`src/rtl/nrzi_rx_deserializer.sv`:
```
// rtl/nrzi_rx_deserializer.sv - NRZI receive decoder with SYNC hunt, bit unstuffing and word assembly
// Optional feature macro: NRZI_RX_BITCOUNT_EN adds the rx_bit_count output.
module nrzi_rx_deserializer #(
  parameter int DATA_WIDTH = 8,
  parameter int STUFF_LEN  = 6,
  parameter int SYNC_ZEROS = 7
) (
  input  logic                  clk,
  input  logic                  nRST,
  input  logic                  pulse,
  input  logic                  start_decoding,
  input  logic                  curr_encoded_bit,
  input  logic                  se0,
  output logic                  decoded_bit,
  output logic [DATA_WIDTH-1:0] data_out,
  output logic                  data_valid,
  output logic                  eop,
  output logic                  stuff_err,
  output logic                  align_err,
`ifdef NRZI_RX_BITCOUNT_EN
  output logic [15:0]           rx_bit_count,
`endif
  output logic                  active
);

  typedef enum logic [1:0] {IDLE, HUNT, DATA, ERR} state_t;

  localparam logic [3:0] SYNC_Z   = 4'(SYNC_ZEROS);
  localparam logic [3:0] STUFF_L  = 4'(STUFF_LEN);
  localparam logic [4:0] LAST_BIT = 5'(DATA_WIDTH - 1);

  state_t                state_q, state_d;
  logic                  prev_q, prev_d;
  logic [3:0]            zero_cnt_q, zero_cnt_d;
  logic [3:0]            ones_cnt_q, ones_cnt_d;
  logic [4:0]            bit_cnt_q, bit_cnt_d;
  logic [DATA_WIDTH-1:0] shift_q, shift_d;
  logic [DATA_WIDTH-1:0] data_out_q, data_out_d;
  logic                  data_valid_q, data_valid_d;
  logic                  eop_q, eop_d;
  logic                  stuff_err_q, stuff_err_d;
  logic                  align_err_q, align_err_d;
  logic                  bit_accept;
  logic                  enter_data;

  assign decoded_bit = ~(curr_encoded_bit ^ prev_q);

  // Next-state, counter, shift and strobe logic; bits only act on pulse cycles
  always_comb begin
    state_d      = state_q;
    prev_d       = prev_q;
    zero_cnt_d   = zero_cnt_q;
    ones_cnt_d   = ones_cnt_q;
    bit_cnt_d    = bit_cnt_q;
    shift_d      = shift_q;
    data_out_d   = data_out_q;
    data_valid_d = 1'b0;
    eop_d        = 1'b0;
    stuff_err_d  = 1'b0;
    align_err_d  = 1'b0;
    bit_accept   = 1'b0;
    if (!start_decoding) begin
      state_d = IDLE;
    end else begin
      if (pulse) prev_d = curr_encoded_bit;
      case (state_q)
        IDLE: state_d = HUNT;
        HUNT: begin
          if (pulse) begin
            if (se0) begin
              state_d = IDLE;
            end else if (decoded_bit) begin
              if (zero_cnt_q >= SYNC_Z) begin
                state_d    = DATA;
                ones_cnt_d = 4'd0;
                bit_cnt_d  = 5'd0;
                shift_d    = '0;
              end
              zero_cnt_d = 4'd0;
            end else if (zero_cnt_q != 4'hF) begin
              zero_cnt_d = zero_cnt_q + 4'd1;
            end
          end
        end
        DATA: begin
          if (pulse) begin
            if (se0) begin
              eop_d       = 1'b1;
              align_err_d = (bit_cnt_q != 5'd0);
              state_d     = IDLE;
            end else if (ones_cnt_q == STUFF_L) begin
              if (decoded_bit) begin
                stuff_err_d = 1'b1;
                state_d     = ERR;
              end else begin
                ones_cnt_d = 4'd0;
              end
            end else begin
              bit_accept = 1'b1;
              shift_d    = {decoded_bit, shift_q[DATA_WIDTH-1:1]};
              ones_cnt_d = decoded_bit ? ones_cnt_q + 4'd1 : 4'd0;
              if (bit_cnt_q == LAST_BIT) begin
                data_out_d   = shift_d;
                data_valid_d = 1'b1;
                bit_cnt_d    = 5'd0;
              end else begin
                bit_cnt_d = bit_cnt_q + 5'd1;
              end
            end
          end
        end
        ERR: begin
          if (pulse && se0) begin
            eop_d   = 1'b1;
            state_d = IDLE;
          end
        end
        default: state_d = IDLE;
      endcase
    end
    // Any return to IDLE restores the idle-J reference and drops partial state
    if (state_d == IDLE && state_q != IDLE) begin
      prev_d     = 1'b1;
      zero_cnt_d = 4'd0;
      ones_cnt_d = 4'd0;
      bit_cnt_d  = 5'd0;
      shift_d    = '0;
    end
  end

  assign enter_data = (state_q != DATA) && (state_d == DATA);

  // State and datapath registers
  always_ff @(posedge clk or negedge nRST) begin
    if (!nRST) begin
      state_q      <= IDLE;
      prev_q       <= 1'b1;
      zero_cnt_q   <= 4'd0;
      ones_cnt_q   <= 4'd0;
      bit_cnt_q    <= 5'd0;
      shift_q      <= '0;
      data_out_q   <= '0;
      data_valid_q <= 1'b0;
      eop_q        <= 1'b0;
      stuff_err_q  <= 1'b0;
      align_err_q  <= 1'b0;
    end else begin
      state_q      <= state_d;
      prev_q       <= prev_d;
      zero_cnt_q   <= zero_cnt_d;
      ones_cnt_q   <= ones_cnt_d;
      bit_cnt_q    <= bit_cnt_d;
      shift_q      <= shift_d;
      data_out_q   <= data_out_d;
      data_valid_q <= data_valid_d;
      eop_q        <= eop_d;
      stuff_err_q  <= stuff_err_d;
      align_err_q  <= align_err_d;
    end
  end

`ifdef NRZI_RX_BITCOUNT_EN
  logic [15:0] bit_count_q, bit_count_d;

  // Packet data-bit counter: cleared at SYNC, saturating, held after eop
  always_comb begin
    bit_count_d = bit_count_q;
    if (enter_data) bit_count_d = 16'd0;
    else if (bit_accept && bit_count_q != 16'hFFFF) bit_count_d = bit_count_q + 16'd1;
  end

  // Bit counter register
  always_ff @(posedge clk or negedge nRST) begin
    if (!nRST) bit_count_q <= 16'd0;
    else       bit_count_q <= bit_count_d;
  end

  assign rx_bit_count = bit_count_q;
`else
  logic unused_count_inputs;
  assign unused_count_inputs = bit_accept ^ enter_data;
`endif

  assign data_out   = data_out_q;
  assign data_valid = data_valid_q;
  assign eop        = eop_q;
  assign stuff_err  = stuff_err_q;
  assign align_err  = align_err_q;
  assign active     = (state_q == DATA);

endmodule
```
`config.mk`:
```
export PLATFORM = sky130hd
export DESIGN_NAME = nrzi_rx_deserializer
export DESIGN_NICKNAME = d
export VERILOG_FILES = /design/src/rtl/nrzi_rx_deserializer.sv
export SDC_FILE = /design/constraint.sdc
export NUM_CORES = 1
export LEC_CHECK = 0
export ABC_AREA = 1
export CORE_MARGIN = 2
export CORE_UTILIZATION = 53
export CTS_BUF_LIST = sky130_fd_sc_hd__clkbuf_8
export DETAILED_ROUTE_END_ITERATION = 10
export PLACE_DENSITY = 0.78
export SYNTH_ARGS = -nofsm -noshare
export SYNTH_HDL_FRONTEND = slang
export SYNTH_SLANG_ARGS = --single-unit
```
`constraint.sdc`:
```
create_clock -name clk -period 2.1 [get_ports clk]
set_clock_uncertainty 0.15 [all_clocks]
set_input_delay 0.42 -clock clk [delete_from_list [all_inputs] [get_ports clk]]
set_output_delay 0.42 -clock clk [all_outputs]
set_load 0.005 [all_outputs]
```
### Word level (Yosys, flattened, before mapping)

Index checks and enable logic that the tools add are counted.

| cells by class | value |
|---|---|
| $add $sub $neg | 3 |
| order comparisons | 1 |
| equality and inequality tests | 16 |
| multiplexer cells | 75 |
| bitwise gates (word level) | 4 |
| reduce and logical (&&, ||, !) cells | 15 |

Operators with widths:

| operator | number |
|---|---|
| 4-bit 2-to-1 mux | 18 |
| 8-bit 2-to-1 mux | 9 |
| 5-bit 2-to-1 mux | 10 |
| 1-bit 2-to-1 mux | 23 |
| 2-bit 2-to-1 mux | 10 |
| 9-bit AND reduction | 2 |
| 8-bit one-hot mux with 2 select lines | 1 |
| 3-bit != test (second input constant) | 4 |
| 5-bit one-hot mux with 2 select lines | 1 |
| 3-bit by 2-bit != test with 1-bit output (second input constant) | 3 |
| 4-bit by 1-bit adder with 4-bit output (second input constant) | 2 |
| 2-bit one-hot mux with 4 select lines | 1 |
| 4-bit one-hot mux with 2 select lines | 1 |
| 2-bit nonzero test | 4 |
| 6-bit AND reduction | 1 |
| 5-bit by 1-bit adder with 5-bit output (second input constant) | 1 |
| 5-bit by 3-bit == test with 1-bit output (second input constant) | 1 |
| 5-bit AND reduction | 1 |
| 5-bit nonzero test | 1 |
| 2-bit == test (second input constant) | 2 |
| 4-bit by 3-bit == test with 1-bit output (second input constant) | 1 |
| 4-bit by 3-bit >= comparator with 1-bit output (second input constant) | 1 |
| 2-bit logical NOT | 2 |
| 4-bit by 3-bit != test with 1-bit output (second input constant) | 1 |
| other kinds (10) | 13 |

| storage, ports and cells | value |
|---|---|
| flip-flop bits (word level) | 36 |
| output and inout bits | 14 |
| logic and storage cells | 125 |

### Logic depth before layout (Yosys ltp)

| logic depth | value |
|---|---|
| depth in word-level cells | 11 |
| depth in mapped cells | 15 |

### Worst setup path before layout

OpenSTA, ideal clock, no wires.

| timing | value |
|---|---|
| kind | flip-flop to flip-flop |
| start point | reg ones_cnt_q[0] |
| end point | reg zero_cnt_q[0] |
| data arrival time | 1.772 ns |
| slack | 0.101 ns |
| stages on the path, launching flop included | 16 |
| period minus slack after synthesis | 1.999 ns |
| path through | dfrtp_1 -> inv_1 -> ha_1 -> nand2_1 -> nor2_2 -> nand3_1 -> nand3_1 -> nand2_2 -> nand3_1 -> buf_2 -> nand2_2 -> inv_2 -> nand2_2 -> nand3_2 -> nand2_1 -> o21ai_1 |

| on the way | value |
|---|---|
| word-level cells in the longest chain between the ends | 10 |

RTL lines:

| element | RTL line | source |
|---|---|---|
| from (decl) | 35 | `logic [3:0] ones_cnt_q, ones_cnt_d;` |
| from (signal assigned) | 151 | `ones_cnt_q <= ones_cnt_d;` |
| 4-bit by 3-bit == test with 1-bit output (*) | 91 | `end else if (ones_cnt_q == STUFF_L) begin` |
| 2-bit 2-to-1 mux (*) | 91 |  |
| 2-bit 2-to-1 mux (*) | 87 | `if (se0) begin` |
| 2-bit 2-to-1 mux (*) | 86 | `if (pulse) begin` |
| 2-bit one-hot mux with 4 select lines (*) | 66 | `case (state_q)` |
| 2-bit 2-to-1 mux (*) | 62 | `if (!start_decoding) begin` |
| 2-bit logical NOT (*) | 122 | `if (state_d == IDLE && state_q != IDLE) begin` |
| 1-bit logical AND (*) | 122 |  |
| 3-bit by 1-bit != test with 1-bit output (no line), or another cell as far along | -- |  |
| 5-bit AND reduction (no line) | -- |  |
| to (signal assigned) | 150 | `zero_cnt_q <= zero_cnt_d;` |
| to (decl) | 34 | `logic [3:0] zero_cnt_q, zero_cnt_d;` |

Every way passes the cells marked *; elsewhere a longest branch is shown, timed or not.
A chain may end at the register's enable or synchronous reset.

### Worst setup path after layout

| timing | value |
|---|---|
| start point | reg state_q[1] |
| end point | reg shift_q[1] |

| on the way | value |
|---|---|
| word-level cells in the longest chain between the ends | 10 |

RTL lines:

| element | RTL line | source |
|---|---|---|
| from (decl) | 32 | `state_t state_q, state_d;` |
| from (signal assigned) | 148 | `state_q <= state_d;` |
| 2-bit 2-to-1 mux (on tied branches) | 92, 73 |  |
| 2-bit 2-to-1 mux (on tied branches) | 91, 72 |  |
| 2-bit 2-to-1 mux (on tied branches) | 87, 70 |  |
| 2-bit 2-to-1 mux (on tied branches) | 86, 69 |  |
| 2-bit one-hot mux with 4 select lines | 66 |  |
| 2-bit 2-to-1 mux | 62 |  |
| 2-bit logical NOT | 122 |  |
| 1-bit logical AND | 122 |  |
| 3-bit by 2-bit != test with 1-bit output (no line), or another cell as far along | -- |  |
| 9-bit AND reduction (no line) | -- |  |
| to (signal assigned) | 153 | `shift_q <= shift_d;` |
| to (decl) | 37 | `logic [DATA_WIDTH-1:0] shift_q, shift_d;` |

Several ways; a longest one is shown, not always the timed one. The select of a mux whose other input is x is not followed.

==> impl_results.md <==
- Flops & latches, synth: 35
- Max Freq: 421 MHz
- Via count: 2336
- Critical path's slowest cell: dfrtp_2
- IO Pins: 20
- Reg2reg end: shift_q[1]
- Top-count cell post-synth: nand2_1
- Vias in the first global route: 1911
- Layout cells sized above 1: 37.6%
- Post-synth EDFFs: 0
- Comb power frac: 21.3%
- PwrDens: 621 nW/um^2
- CTS tree: built
- Failing checks: negative setup slack
- Slew of the pin with the lowest slew margin: 0.451 ns
- Critical path endpoint category: register
- Clock slew at reported path FFs: 0.07 ns
- VDD IR max: 856 uV
- Net Switching: 528 uW
- HP Class: reg2reg
- Layout Utilization: 87.3%
- CP max stage delay: 0.48 ns
- Mapped cell area: 1910 um^2
- Later-pin clock latency in the skew report: 0.30 ns
- Total grt overflow: 0
- Routed length per instance: 20.4 um
- CP endpoint: shift_q[1]
- CP Data Arrival Time: 2.41 ns
- Critical R2R Launch: state_q[1]
- Post-synthesis cell type count: 28
- Starting Density: 56.0%
- Setup TNS: -3.91 ns
- Placed wire-length estimate: 3020 um
- Startpoint Class: register
- WHS: 0.344 ns
- Internal Power: 1320 uW
- CTS HTree Levels: 2
- Slew Limit Headroom: 70.0%
- CTS Sinks: 35
- Sequential-to-total area share from yosys stat: 45.8%
- IO buf count: 19
- Max cap viols: 0
- M3 GR Usage: 7.22%
- Fillers: 139
- Met2 global-route usage: 49.3%
- Top-area cell type share of the netlist area: 44.4%
- First-pass GRT wire length: 9180 um
- Yosys warnings: 0
- Top_reg_cell synth: dfrtp_1
- Final Slew Violations: 0
- Status: complete, but fails checks
- Mean post-synth cell area: 7.36 um^2
- Chip width: 64.1 um
- Cell taking the most area after synthesis: dfrtp_1
- Dpl cell area: 2410 um^2
- Crit-path leading delay family: simple AND/OR/NAND/NOR gates
- Final hold vios: 0
- DIE AREA: 4110 um^2
- Critical Path Source: state_q[1]
- Hold Buf Count CTS: 0
- Post-synth ARST share: 100%
- Clock buffer depth: 2
- Area Growth Syn to Fin: 55.8%
- Final Cell Area: 2980 um^2
- CTS root buf: clkbuf_8
- Min Tclk post-route: 2.38 ns
- WP depth: 13
- Setup WS post-layout: -0.276 ns
- WS Path Type: reg2reg
- Avg Vias per Cell: 6.13
- CTS Buf Count: 5
- NumNets Final: 345
- Synth top cells by count: 92 x nand2_1, 34 x dfrtp_1, 30 x inv_1, 23 x nor2_1, 18 x nand3_1
- First-pass DRT Iterations: 7
- Worst Path Buf+Inv: 3
- Switching Fraction: 28.5%
- Antenna viol nets, final: 0
- RSZ-0062 raised after global routing: true
- GR Layer Usage met1: 36.2%
- Reg2reg setup slack: -0.28 ns
- Busiest grt layer: met2
- Leakage: 0.00153 uW
- Final Setup Violations: 23
- Initial antenna violation count: 0
- Crit-path cells: clkinv_4 -> nor2_4 -> nor2_1 -> o21ai_2 -> nand3_4 -> nand2_4 -> nand3_4 -> nand3_4 -> buf_4 -> nand4_1 -> buf_6 -> nand2_2 -> nand2_1
- Placer's final routability congestion estimate: 0.906
- Synth Instances: 260
- Post-Place Worst Slack: -0.489 ns
- ANT cells: 0
- Synth Net Count: 271
- Core Rows: 21
- Worst EP required: 2.13 ns
- CP max FO: 6
- Clock power share: 40.0%
- DRC Markers: 0
- Largest net degree at the start of global routing: 36
- GRT Total Usage: 29.5%
- Die Y: 64.1 um
- Reg2reg path depth: 13
- CORE AREA: 3420 um^2
- Most common cell on crit path: nand3_4
- DR iter-0 viols: 347
- Ranking of synthesized cells by area: dfrtp_1 44%, nand2_1 18%, inv_1 5.9%
- DRT Wirelength: 7780 um
- Final period util: 113%
- Reg power frac: 38.7%
-- how the worst min path moves through the flow --
stage	from	to	cells past startpoint
2_1_floorplan	nRST	align_err	0
3_3_place_gp	data_out[0]	data_out[0]	2
3_5_place_dp	data_out[0]	data_out[0]	2
4_1_cts	data_out[0]	data_out[0]	2
5_1_grt	shift_q[7]	shift_q[7]	2
6_report	shift_q[7]	shift_q[7]	2
-- area by class of cell --
| cell class | count | area (um^2) | share of cell area, % |
|---|---|---|---|
| repair buffers | 71 | 599 | 20.1 |
| clock inverters | 3 | 63.8 | 2.14 |
| well taps | 46 | 57.6 | 1.93 |
| inverters | 35 | 141 | 4.74 |
| multi-input cells | 186 | 1170 | 39.3 |
| flip-flops and latches | 35 | 880 | 29.5 |
| clock buffers | 5 | 68.8 | 2.31 |
-- sequential cells by signal (all words and copies together) (netlist names) --
signal	count
align_err	1
bit_cnt_q	5
data_out	8
data_valid	1
eop	1
ones_cnt_q	4
prev_q	1
shift_q	7
state_q	2
stuff_err	1
zero_cnt_q	4
-- power by group through the flow --
stage / clock, uW / sequential, uW / combinational, uW
floorplan: 0 / 721 / 112
global placement: 0 / 718 / 225
detailed placement: 0 / 719 / 230
CTS: 727 / 707 / 285
global route: 773 / 718 / 408
finish: 740 / 716 / 395
-- layer usage --
metal	part of all wire [%]	vias to the layer above	routed length [um]
met5	0	-	0
met4	7.4	0	573
met3	9.7	68	756
met2	47	215	3630
met1	36	1088	2820
li1	-	965	-
-- worst min-delay path: stages, from the launching register on --
cell     delay (ns)
dfrtp_1        0.36
nand2_2        0.06
nand2_1        0.05
-- cell families after synthesis --
group,after synthesis,share of synthesized area (%)
xor gates and xnor gates,3,1.37
and+or+nand+nor,157,35.6
buffers and inverters,40,8.37
adders and majority gates,5,3.27
AOI/OAI and AO/OA,20,5.56
DFF,35,45.8
-- what timing repair did --
item | 4_1_cts | 5_1_grt
endpoints found under the setup margin | 22 | 28
gates cloned | 2 | 0
setup buffers | 6 | 8
pin swaps | 20 | 21
resized for setup | 39 | 49
-- placed cells by master (no fill, tap or decap), types with 3 or more instances in the layout --
| master | synthesis | final |
|---|---|---|
| inv_1 | 30 | 28 |
| nor2_1 | 23 | 22 |
| nor3_1 | 4 | 3 |
| dlymetal6s2s_1 | 0 | 3 |
| dlygate4sd2_1 | 0 | 3 |
| nand2_4 | 0 | 8 |
| clkbuf_8 | 0 | 5 |
| nand3_4 | 0 | 7 |
| nand3_1 | 18 | 10 |
| nand2_1 | 92 | 64 |
| buf_4 | 0 | 48 |
| ha_1 | 5 | 3 |
| o21ai_1 | 7 | 4 |
| clkdlybuf4s50_1 | 0 | 13 |
| nand4_1 | 7 | 7 |
| dfrtp_1 | 34 | 32 |
| buf_6 | 1 | 4 |
| inv_2 | 3 | 3 |
| nor2_4 | 1 | 7 |
| o21ai_2 | 1 | 3 |
| nand2_2 | 4 | 24 |
| o21ai_0 | 9 | 9 |
-- stage by stage --
stage | std cells | total power [uW]
finish | 381 | 1850
global route | 381 | 1900
global placement | 357 | 944
CTS | 373 | 1720
detailed placement | 357 | 949
floorplan | 260 | 833
No activity file was read; power rests on OpenSTA's default activity.
